$ cat src/rtl/uart_receiver_if.sv
// Byte handshake between the UART receiver and its consumer.
// master drives valid/data_rcvd, slave drives ready.
interface uart_receiver_if;
  logic       valid;
  logic       ready;
  logic [7:0] data_rcvd;

  modport master (
    output valid,
    output data_rcvd,
    input  ready
  );

  modport slave (
    input  valid,
    input  data_rcvd,
    output ready
  );
endinterface

$ cat src/rtl/uart_receiver.sv
// 16x-oversampled 8N1 UART receiver with valid/ready byte output.
// Ports: uart_samplig_clk, reset (sync, high), RsRx serial in,
//        rx_o (valid/ready/data_rcvd), frame_err and overrun pulses.
module uart_receiver (
  input  logic           uart_samplig_clk,
  input  logic           reset,
  input  logic           RsRx,
  uart_receiver_if.master rx_o,
  output logic           frame_err,
  output logic           overrun
);

  typedef enum logic [2:0] {
    IDLE,
    START,
    DATA,
    STOP,
    WAIT_IDLE
  } state_t;

  state_t     state_q;
  logic       meta_q;
  logic       rx_s_q;
  logic [3:0] clk_count_q;
  logic [3:0] bit_count_q;
  logic [7:0] shift_q;
  logic [7:0] data_q;
  logic       valid_q;
  logic       ferr_q;
  logic       ovr_q;

  always_ff @(posedge uart_samplig_clk) begin
    if (reset) begin
      state_q     <= IDLE;
      meta_q      <= 1'b1;
      rx_s_q      <= 1'b1;
      clk_count_q <= 4'd0;
      bit_count_q <= 4'd0;
      shift_q     <= 8'h00;
      data_q      <= 8'h00;
      valid_q     <= 1'b0;
      ferr_q      <= 1'b0;
      ovr_q       <= 1'b0;
    end else begin
      meta_q <= RsRx;
      rx_s_q <= meta_q;
      ferr_q <= 1'b0;
      ovr_q  <= 1'b0;

      if (valid_q && rx_o.ready)
        valid_q <= 1'b0;

      unique case (state_q)
        IDLE: begin
          clk_count_q <= 4'd0;
          bit_count_q <= 4'd0;
          if (!rx_s_q)
            state_q <= START;
        end

        // mid-start-bit recheck filters glitches
        START: begin
          clk_count_q <= clk_count_q + 4'd1;
          if (clk_count_q == 4'd7) begin
            clk_count_q <= 4'd0;
            state_q     <= rx_s_q ? IDLE : DATA;
          end
        end

        // LSB arrives first, so shift in at the top
        DATA: begin
          clk_count_q <= clk_count_q + 4'd1;
          if (clk_count_q == 4'd15) begin
            shift_q     <= {rx_s_q, shift_q[7:1]};
            bit_count_q <= bit_count_q + 4'd1;
            if (bit_count_q == 4'd7)
              state_q <= STOP;
          end
        end

        // a same-cycle accept frees the slot, so no overrun
        STOP: begin
          clk_count_q <= clk_count_q + 4'd1;
          if (clk_count_q == 4'd15) begin
            if (rx_s_q) begin
              if (!valid_q || rx_o.ready) begin
                data_q  <= shift_q;
                valid_q <= 1'b1;
              end else begin
                ovr_q <= 1'b1;
              end
              state_q <= IDLE;
            end else begin
              ferr_q  <= 1'b1;
              state_q <= WAIT_IDLE;
            end
          end
        end

        // stay out of START while the line is held low
        WAIT_IDLE: begin
          clk_count_q <= 4'd0;
          if (rx_s_q)
            state_q <= IDLE;
        end

        default: state_q <= IDLE;
      endcase
    end
  end

  assign rx_o.valid     = valid_q;
  assign rx_o.data_rcvd = data_q;
  assign frame_err      = ferr_q;
  assign overrun        = ovr_q;

endmodule

$ cat src/flat_wrapper.sv
// flat-port wrapper written by rule: the top's interface ports become plain ports
module uart_receiver_flat 
  (uart_samplig_clk, reset, RsRx, frame_err, overrun, rx_o_valid, rx_o_data_rcvd, rx_o_ready);
  uart_receiver_if rx_o_i ();
  input  logic uart_samplig_clk;
  input  logic reset;
  input  logic RsRx;
  output logic frame_err;
  output logic overrun;
  output wire logic [$bits(rx_o_i.valid)-1:0] rx_o_valid;
  output wire logic [$bits(rx_o_i.data_rcvd)-1:0] rx_o_data_rcvd;
  input wire logic [$bits(rx_o_i.ready)-1:0] rx_o_ready;
  assign rx_o_valid = rx_o_i.valid;
  assign rx_o_data_rcvd = rx_o_i.data_rcvd;
  assign rx_o_i.ready = rx_o_ready;
  uart_receiver u_core (.uart_samplig_clk(uart_samplig_clk), .reset(reset), .RsRx(RsRx), .rx_o(rx_o_i), .frame_err(frame_err), .overrun(overrun));
endmodule
$ cat config.mk
export PLATFORM = sky130hd
export DESIGN_NAME = uart_receiver_flat
export DESIGN_NICKNAME = d
export VERILOG_FILES = /design/src/rtl/uart_receiver_if.sv /design/src/rtl/uart_receiver.sv /design/src/flat_wrapper.sv
export SDC_FILE = /design/constraint.sdc
export NUM_CORES = 1
export LEC_CHECK = 0
export CORE_ASPECT_RATIO = 0.7
export CORE_UTILIZATION = 54
export DETAILED_ROUTE_END_ITERATION = 10
export GPL_TIMING_DRIVEN = 0
export PLACE_DENSITY = 0.77
export SLEW_MARGIN = 20
export SYNTH_ARGS = -nofsm -noshare
export SYNTH_HDL_FRONTEND = slang
export SYNTH_SLANG_ARGS = --single-unit
$ cat constraint.sdc
create_clock -name uart_samplig_clk -period 2.5 [get_ports uart_samplig_clk]
set_input_delay 0.75 -clock uart_samplig_clk [delete_from_list [all_inputs] [get_ports uart_samplig_clk]]
set_output_delay 0.75 -clock uart_samplig_clk [all_outputs]
set_load 0.05 [all_outputs]
# Word-level counts from Yosys, hierarchy flattened

Cells that the tools add are included.
Widths: inputs -> output; s select.

Add/subtract/negate cells: 2
Equality and inequality tests: 13
Reductions and logical operators: 14
Bitwise logic cells: 3
Mux-type cells: 20

Operator list:

| cell                | number |
|---|---|
| $mux 3              | 7 |
| $pmux 3 s5          | 1 |
| $pmux 4 s3          | 1 |
| $ne 2x1->1 const B  | 5 |
| $add 4x1->4 const B | 2 |
| $eq 4x3->1 const B  | 2 |
| $mux 4              | 2 |
| $pmux 4 s2          | 1 |
| $mux 1              | 7 |
| $eq 3x2->1 const B  | 2 |
| $reduce_and 6->1    | 1 |
| $eq 4x4->1 const B  | 1 |
| $reduce_and 2->1    | 2 |
| $reduce_and 4->1    | 1 |
| $reduce_or 2->1     | 2 |
| $reduce_or 4->1     | 1 |
| $eq 3x1->1 const B  | 1 |
| $eq 3x3->1 const B  | 1 |
| $logic_not 3->1     | 1 |
| $not 1->1           | 3 |
| $reduce_bool 3->1   | 1 |
| $reduce_or 3->1     | 1 |
| $mux 2              | 1 |
| $ne 2x2->1 const B  | 1 |
| other kinds (4)     | 4 |

Logic and storage cells: 62
Flip-flop bits (word level): 32
Input port bits: 4
Output and inout bits: 11

# Logic depth before layout (Yosys ltp)

Gate-level depths: netlist of the first run.

Depth after elaboration: 6
Mapped depth: 6
Mapped depth without buffers: 4

# Worst setup path before layout of the first run

OpenSTA, ideal clock, no wires.

Path kind: reg2reg
Start: register u_core.clk_count_q[0]
End: register u_core.bit_count_q[3]
Data required time: 2.414 ns
Data arrival time: 1.395 ns
Slack: 1.019 ns
Setup time: 0.086 ns
Path buffers: 0
Cell stages (with the launch flop): 5
Cell sequence: dfxtp_1 > ha_1 > nand4_2 > or4_1 > a211oi_1

Longest elaborated chain between the ends: 3

Ends and longest elaborated chain:

| element                    | RTL line            | RTL |
|---|---|---|
| from (decl)                | uart_receiver.sv:24 | `logic [3:0] clk_count_q;` |
| from (signal assigned)     | uart_receiver.sv:63 | `clk_count_q <= clk_count_q + 4'd1;` |
| from (signal assigned)     | uart_receiver.sv:72 | `clk_count_q <= clk_count_q + 4'd1;` |
| from (signal assigned)     | uart_receiver.sv:83 | `clk_count_q <= clk_count_q + 4'd1;` |
| $eq 4x4->1                 | uart_receiver.sv:73 | `if (clk_count_q == 4'd15) begin` |
| $ne 2x1->1 (no line)       | n/a                 |  |
| $reduce_and 2->1 (no line) | n/a                 |  |
| to (signal assigned)       | uart_receiver.sv:75 | `bit_count_q <= bit_count_q + 4'd1;` |
| to (decl)                  | uart_receiver.sv:25 | `logic [3:0] bit_count_q;` |

Every way passes these cells.
A chain may end at the register's enable or synchronous reset.

# Final worst setup path of the first run

Start: register u_core.data_q[4] (netlist: u_core.rx_o.data_rcvd[4])
End: output rx_o_data_rcvd[4]

RTL lines:

| element                | RTL line            | RTL |
|---|---|---|
| from (decl)            | uart_receiver.sv:27 | `logic [7:0] data_q;` |
| from (signal assigned) | uart_receiver.sv:87 | `data_q <= shift_q;` |
| to (decl)              | flat_wrapper.sv:11  | `output wire logic [$bits(rx_o_i.data_rcvd)-1:0] rx_o_data_rcvd;` |

No word-level cell between the ends.

==> out/results.txt, run 1 <==
Critical Path Sink Type -> primary output
post-synthesis cell count -> 153
maximum ir drop on the vdd rail -> 0.0003906 V
end-of-flow core utilization -> 71.16%
number of DRC markers after the initial detailed-route iteration -> 78
Overall Power -> 0.0008953 W
kind of critical path -> reg -> out
area of the die -> 2792 sq um
hold path cells -> 1
deepest level of the CTS H-tree -> 2
Least-Margin Pin Slew -> 496.2 ps
iteration count of the initial detailed-routing pass -> 4
clock transition at the registers of the reported paths -> 60 ps
final worst path period need -> 2168 ps
result of the run -> finished clean
summed instance area of the synthesized netlist -> 1394 sq um
worst reg2reg path endpoint -> u_core.bit_count_q[3]
Register-to-Register Path Depth -> 4
first element of the critical path -> u_core.rx_o.data_rcvd[4]
Hold Path Class -> reg -> reg
starting utilization of the core area -> 60.74%
antenna fix cells -> 0
critical path's top delay family -> buffers and inverters
count of nets after finishing -> 179
cell chain of the critical path -> clkdlybuf4s50_1
Critical Path Fanout Max -> 2
largest net degree at the start of global routing -> 11
setup slack of the most critical reg-to-reg path -> 770 ps
maximum clock rate -> 461.4 MHz
final-report hold violation count -> 0
Post-Syn Nets -> 159
total power divided by cell area -> 548.3 nW/um^2
clock insertion delay at the later pin of the skew report -> 280 ps
via count -> 1132
HPWL after detailed placement -> 1966 microns
Max Transition Viols Final -> 0
buffers added on ports -> 13
normalized max-slew margin -> 66.81%
kind of launch point of the worst setup path -> flip-flop
share of synthesized area occupied by flip-flops and latches -> 45.96%
cell at the root of the clock tree -> sky130_fd_sc_hd__clkbuf_8
final weighted congestion in routability-driven placement -> 0.8868
static leakage -> 0.5504 nW
CP Data Arrival Time -> 1420 ps
cell type of the slowest stage on the worst timing path -> sky130_fd_sc_hd__clkdlybuf4s50_1
RSZ-0062 raised after global routing -> no
number of vias per cell -> 5.576
Final Instance Count excl. Fillers -> 203
unique cell type count in the Yosys netlist -> 40
sum of negative setup slack -> 0 ps
area share of the largest cell type after synthesis -> 45.96%
number of resized instances in the post-cts repair step -> 0
Mean Syn Cell Area -> 9.110 sq um
grt total ovfl -> 0
clock tree from TritonCTS -> done
post-CTS setup buffer count -> 0
endpoints failing setup -> 0
post-route clock period utilization -> 86.70%
count of synthesis-stage warnings from yosys -> 0
Yosys top cell by area -> sky130_fd_sc_hd__dfxtp_1
maximum buffer depth of the clock tree -> 2
number of clock sinks seen by CTS -> 32
number of remaining DRC errors -> 0
combined global-route utilization of all metal layers -> 22.36%
commonest non-fill, non-tap cell in the layout -> sky130_fd_sc_hd__dfxtp_1
top library cells by usage in the layout, fill and taps aside -> sky130_fd_sc_hd__dfxtp_1 (32), sky130_fd_sc_hd__nand2b_1 (17), sky130_fd_sc_hd__a21oi_1 (15)
top area cells in the synthesized netlist -> sky130_fd_sc_hd__dfxtp_1 (46%), sky130_fd_sc_hd__nand2b_1 (7.6%), sky130_fd_sc_hd__mux2i_1 (5.7%)
count of state elements after synthesis -> 32
Filler Cells Inserted -> 179
launch point of the worst reg-to-reg path -> u_core.clk_count_q[0]
number of global-route vias before repair -> 1025
delay of the slowest cell on the worst path -> 810 ps
Horiz. Die Dim -> 62.73 microns
Antenna Violating Nets Remaining -> 0
core region area -> 2295 sq um
global-route wire length before repair -> 4554 microns
I/O pin cnt -> 15
post-cts hold buffer count -> 0
CP Data Required Time -> 1750 ps
Routed wire per std cell -> 13.59 microns
CP bufs+invs -> 1
capturing element of the worst setup path -> rx_o_data_rcvd[4]
setup clock skew after layout -> 5.122 ps
logic depth of the worst path, buffers included -> 1
number of CTS-inserted buffers -> 5
maximum capacitance violations -> 0
count of placed standard cells including taps -> 198
Die Y-Extent -> 44.51 microns
Routed WL -> 2759 microns
layout overhead on the synthesized area -> 17.15%
proportion of layout cells with a drive suffix above 1 -> 8.772%
Placement Rows -> 14
antenna violations before repair -> 0
worst min-delay path by stage:
stage / from / end / slack, ps
finish: u_core.meta_q / u_core.rx_s_q / 410
global route: u_core.meta_q / u_core.rx_s_q / 420
CTS: u_core.meta_q / u_core.rx_s_q / 410
detailed placement: u_core.meta_q / u_core.rx_s_q / 400
global placement: u_core.meta_q / u_core.rx_s_q / 390
floorplan: u_core.meta_q / u_core.rx_s_q / 390
where the power goes:
part,internal [W],leakage (nW),switching [W],total [W]
logic,0.0000143,0.256,0.0000210,0.0000353
clock network,0.000179,0.0359,0.000166,0.000345
registers,0.000513,0.258,0.00000219,0.000515
total,0.000706,0.550,0.000189,0.000895
cells by family (layout without fill, tap and decap cells):
kind of cell               Yosys count  after routing  share of synthesized area, %
DFF                                 32             32                         45.96
buffers and inverters               14             32                         4.399
xor gates and xnor gates             3              3                         1.885
muxes                                9              9                         6.553
adders and majority gates            2              2                         1.795
and+or+nand+nor                     59             59                         25.13
AOI/OAI and AO/OA                   34             34                         14.27
through the flow:
step | area, sq um | worst slack [ps] | hold WS, ps
finish | 1633 | 332.5 | 411.5
global route | 1633 | 294.8 | 422.6
CTS | 1633 | 322.6 | 414.8
detailed placement | 1564 | 491.9 | 398.3
global placement | 1564 | 546.3 | 392.1
floorplan | 1394 | 1019 | 389.5
sequential cells by signal, summed over array words and instances (netlist names):
name	count
u_core.rx_o.data_rcvd	8
u_core.shift_q	8
u_core.bit_count_q	4
u_core.clk_count_q	4
u_core.state_q	3
u_core.frame_err	1
u_core.meta_q	1
u_core.overrun	1
u_core.rx_o.valid	1
u_core.rx_s_q	1
per-layer routing:
| layer | part of all wire [%] | vias to the layer above | GRT usage (%) |
|---|---|---|---|
| li1 | - | 575 | - |
| met1 | 51 | 520 | 29.68 |
| met2 | 41 | 31 | 33.04 |
| met3 | 6.1 | 6 | 7.216 |
| met4 | 1.5 | 0 | 11.16 |
| met5 | 0 | - | 0 |
final cells by class:
cell class              count  area (sq um)  share of cell area (%)
clock buffers               5         68.82                   4.215
multi-input cells         107         691.9                   42.38
plain buffers              12         53.80                   3.295
repair buffers             13         130.1                   7.969
flip-flops and latches     32         640.6                   39.23
well taps                  32         40.04                   2.452
inverters                   2         7.507                  0.4598
synthesized netlist by cell type:
cell,count
sky130_fd_sc_hd__dfxtp_1,32
sky130_fd_sc_hd__or3_1,2
sky130_fd_sc_hd__nor4_1,1
sky130_fd_sc_hd__or2_1,1
sky130_fd_sc_hd__a311oi_1,1
sky130_fd_sc_hd__nand3b_1,1
sky130_fd_sc_hd__nor2_1,3
sky130_fd_sc_hd__and3_1,2
sky130_fd_sc_hd__nand4b_1,1
sky130_fd_sc_hd__nand2b_1,17
sky130_fd_sc_hd__or4_1,1
sky130_fd_sc_hd__and4_1,1
sky130_fd_sc_hd__xnor2_1,2
sky130_fd_sc_hd__buf_2,3
sky130_fd_sc_hd__o211ai_1,3
sky130_fd_sc_hd__a21oi_1,15
sky130_fd_sc_hd__ha_1,2
sky130_fd_sc_hd__nand3_1,11
sky130_fd_sc_hd__o21bai_1,1
sky130_fd_sc_hd__nand4_2,1
sky130_fd_sc_hd__mux2i_1,8
sky130_fd_sc_hd__and3b_1,1
sky130_fd_sc_hd__o21ai_0,9
sky130_fd_sc_hd__or2_2,2
sky130_fd_sc_hd__a31oi_1,1
sky130_fd_sc_hd__a2111oi_1,1
sky130_fd_sc_hd__nor3_1,5
sky130_fd_sc_hd__a211oi_1,1
sky130_fd_sc_hd__a2111oi_0,1
sky130_fd_sc_hd__clkbuf_2,1
sky130_fd_sc_hd__nor3b_1,2
sky130_fd_sc_hd__xor2_1,1
sky130_fd_sc_hd__o31ai_1,1
sky130_fd_sc_hd__clkbuf_1,7
sky130_fd_sc_hd__buf_4,1
sky130_fd_sc_hd__inv_1,2
sky130_fd_sc_hd__nor2b_1,2
sky130_fd_sc_hd__mux2_2,1
sky130_fd_sc_hd__nor2_2,1
sky130_fd_sc_hd__nand2_1,4
Note: power is estimated with default switching activity, not from simulation.
==> run 2: changes to the inputs <==
Settings changed: ABC_AREA from default to 1.
==> out/results.txt, run 2 <==
global-route wire length before repair -> 4291 microns
multi-input logic area -> 620.6 sq um
kind of critical path -> reg -> out
Final Instance Count excl. Fillers -> 227
count of synthesis-stage warnings from yosys -> 0
layout overhead on the synthesized area -> 18.35%
commonest non-fill, non-tap cell in the layout -> sky130_fd_sc_hd__nor2_1
Max Transition Viols Final -> 0
Horiz. Die Dim -> 61.46 microns
deepest level of the CTS H-tree -> 2
final weighted congestion in routability-driven placement -> 0.7443
post-CTS setup buffer count -> 0
dominant synthesized flop cell -> sky130_fd_sc_hd__dfxtp_1
FF+latch area -> 640.6 sq um
sum of negative setup slack -> 0 ps
starting utilization of the core area -> 59.60%
summed instance area of the synthesized netlist -> 1336 sq um
share of flip-flops with an asynchronous set or reset after synthesis -> 0%
Hold Path Class -> reg -> reg
count of placed standard cells including taps -> 220
Routed WL -> 2543 microns
Placement Rows -> 14
I/O pin cnt -> 15
core region area -> 2242 sq um
area of the die -> 2681 sq um
proportion of layout cells with a drive suffix above 1 -> 12.82%
cell at the root of the clock tree -> sky130_fd_sc_hd__clkbuf_4
CP bufs+invs -> 1
RSZ-0062 raised after global routing -> no
post-synthesis cell count -> 174
clock insertion delay at the later pin of the skew report -> 330 ps
final worst path period need -> 2247 ps
final-report hold violation count -> 0
number of remaining DRC errors -> 0
Post-Syn Nets -> 180
number of global-route vias before repair -> 972
unique cell type count in the Yosys netlist -> 25
number of enable-type register cells in the synthesized netlist -> 0
maximum ir drop on the vdd rail -> 0.0006365 V
count of state elements after synthesis -> 32
critical path's top delay family -> buffers and inverters
antenna violations before repair -> 0
largest net degree at the start of global routing -> 11
CP Data Required Time -> 1750 ps
via count -> 1165
cell type of the slowest stage on the worst timing path -> sky130_fd_sc_hd__clkdlybuf4s50_1
combined global-route utilization of all metal layers -> 22.58%
clock transition at the registers of the reported paths -> 100 ps
Least-Margin Pin Slew -> 504.8 ps
Antenna Violating Nets Remaining -> 0
maximum buffer depth of the clock tree -> 2
setup clock skew after layout -> 4.887 ps
HPWL after detailed placement -> 1798 microns
number of CTS-inserted buffers -> 5
post-route clock period utilization -> 89.86%
Mean Syn Cell Area -> 7.680 sq um
normalized max-slew margin -> 66.24%
cell chain of the critical path -> clkdlybuf4s50_1
Critical Path Fanout Max -> 2
number of vias per cell -> 5.132
area share of the largest cell type after synthesis -> 47.94%
result of the run -> finished clean
top area cells in the synthesized netlist -> sky130_fd_sc_hd__dfxtp_1 (48%), sky130_fd_sc_hd__nor2_1 (12%), sky130_fd_sc_hd__o21ai_0 (7.5%)
share of synthesized area occupied by flip-flops and latches -> 47.94%
delay of the slowest cell on the worst path -> 810 ps
number of clock sinks seen by CTS -> 32
clock tree from TritonCTS -> done
kind of launch point of the worst setup path -> flip-flop
post-cts hold buffer count -> 0
iteration count of the initial detailed-routing pass -> 4
antenna fix cells -> 0
number of resized instances in the post-cts repair step -> 0
total power divided by cell area -> 830.5 nW/um^2
maximum clock rate -> 445.1 MHz
maximum capacitance violations -> 0
Yosys top cell by area -> sky130_fd_sc_hd__dfxtp_1
grt total ovfl -> 0
static leakage -> 0.6910 nW
Overall Power -> 0.001313 W
top library cells by usage in the layout, fill and taps aside -> sky130_fd_sc_hd__nor2_1 (44), sky130_fd_sc_hd__dfxtp_1 (32), sky130_fd_sc_hd__o21ai_0 (20)
buffers added on ports -> 14
leading cell type by number of instances after synthesis -> sky130_fd_sc_hd__nor2_1
Die Y-Extent -> 43.62 microns
number of DRC markers after the initial detailed-route iteration -> 74
Filler Cells Inserted -> 204
Critical Path Sink Type -> primary output
CP Data Arrival Time -> 1500 ps
top cells by instance count after synthesis -> sky130_fd_sc_hd__nor2_1 (44), sky130_fd_sc_hd__dfxtp_1 (32), sky130_fd_sc_hd__o21ai_0 (20)
endpoints failing setup -> 0
Routed wire per std cell -> 11.20 microns
count of nets after finishing -> 201
==> run 2: cell count changes after synthesis, sizes merged, moves of 3 or more <==
cell    previous run  this run
inv                2        15
clkbuf             8         2
a21oi             15         9
nor2               4        49
o21ai              9        21
buf                4         1
o211ai             3         0
nand2              4        22
mux2i              8         0
nand2b            17         0
==> run 2: path summary, 6_finish.rpt <==
kind                              endpoint  slack (ps)                      from  cells past startpoint
setup / recovery         rx_o_data_rcvd[3]         250  u_core.rx_o.data_rcvd[3]                      1
hold / removal               u_core.rx_s_q         420             u_core.meta_q                      1
setup reg to reg  u_core.rx_o.data_rcvd[6]         880     u_core.clk_count_q[0]                      8
hold reg to reg              u_core.rx_s_q         420             u_core.meta_q                      1
==> run 2: cell families (layout without fill, tap and decap cells) <==
kind of cell    Yosys count  after routing  share of synthesized area [%]
fa+ha+maj                 2              2                          1.872
xor+xnor                  1              1                         0.6556
simple gates             90             90                          32.21
flops                    32             32                          47.94
buf+inv                  18             39                          5.618
compound gates           31             31                          11.70
==> run 2: power by group <==
part           switching, W  internal (W)  leakage, nW
combinational      0.000246      0.000135        0.395
clock              0.000170      0.000159       0.0374
sequential        0.0000577      0.000545        0.259
total              0.000473      0.000840        0.691
==> run 2: area by class of cell <==
cell class | count | area share [%]
clock buffers | 7 | 4.114
repair buffers | 14 | 8.861
multi-input cells | 124 | 39.24
inverters | 15 | 3.560
plain buffers | 3 | 1.187
well taps | 32 | 2.532
flip-flops and latches | 32 | 40.51
==> run 2: per-stage QoR <==
step,setup slack (ps),util (%),cell area [sq um],hold WS (ps)
final,253.4,70.54,1582,415.9
after global routing,215.6,70.54,1582,438.6
after CTS,243.5,70.54,1582,418.3
after detailed placement,270.3,67.63,1516,396.6
after global placement,313.3,67.63,1516,393.7
after floorplan,1064,-,1336,389.5
==> run 2: layer usage <==
layer	GRT usage [%]	up-vias	routed length, microns
met5	0	-	0
met4	10.67	0	55
met3	7.164	8	109
met2	33.26	26	1104
met1	30.15	529	1272
li1	-	602	-
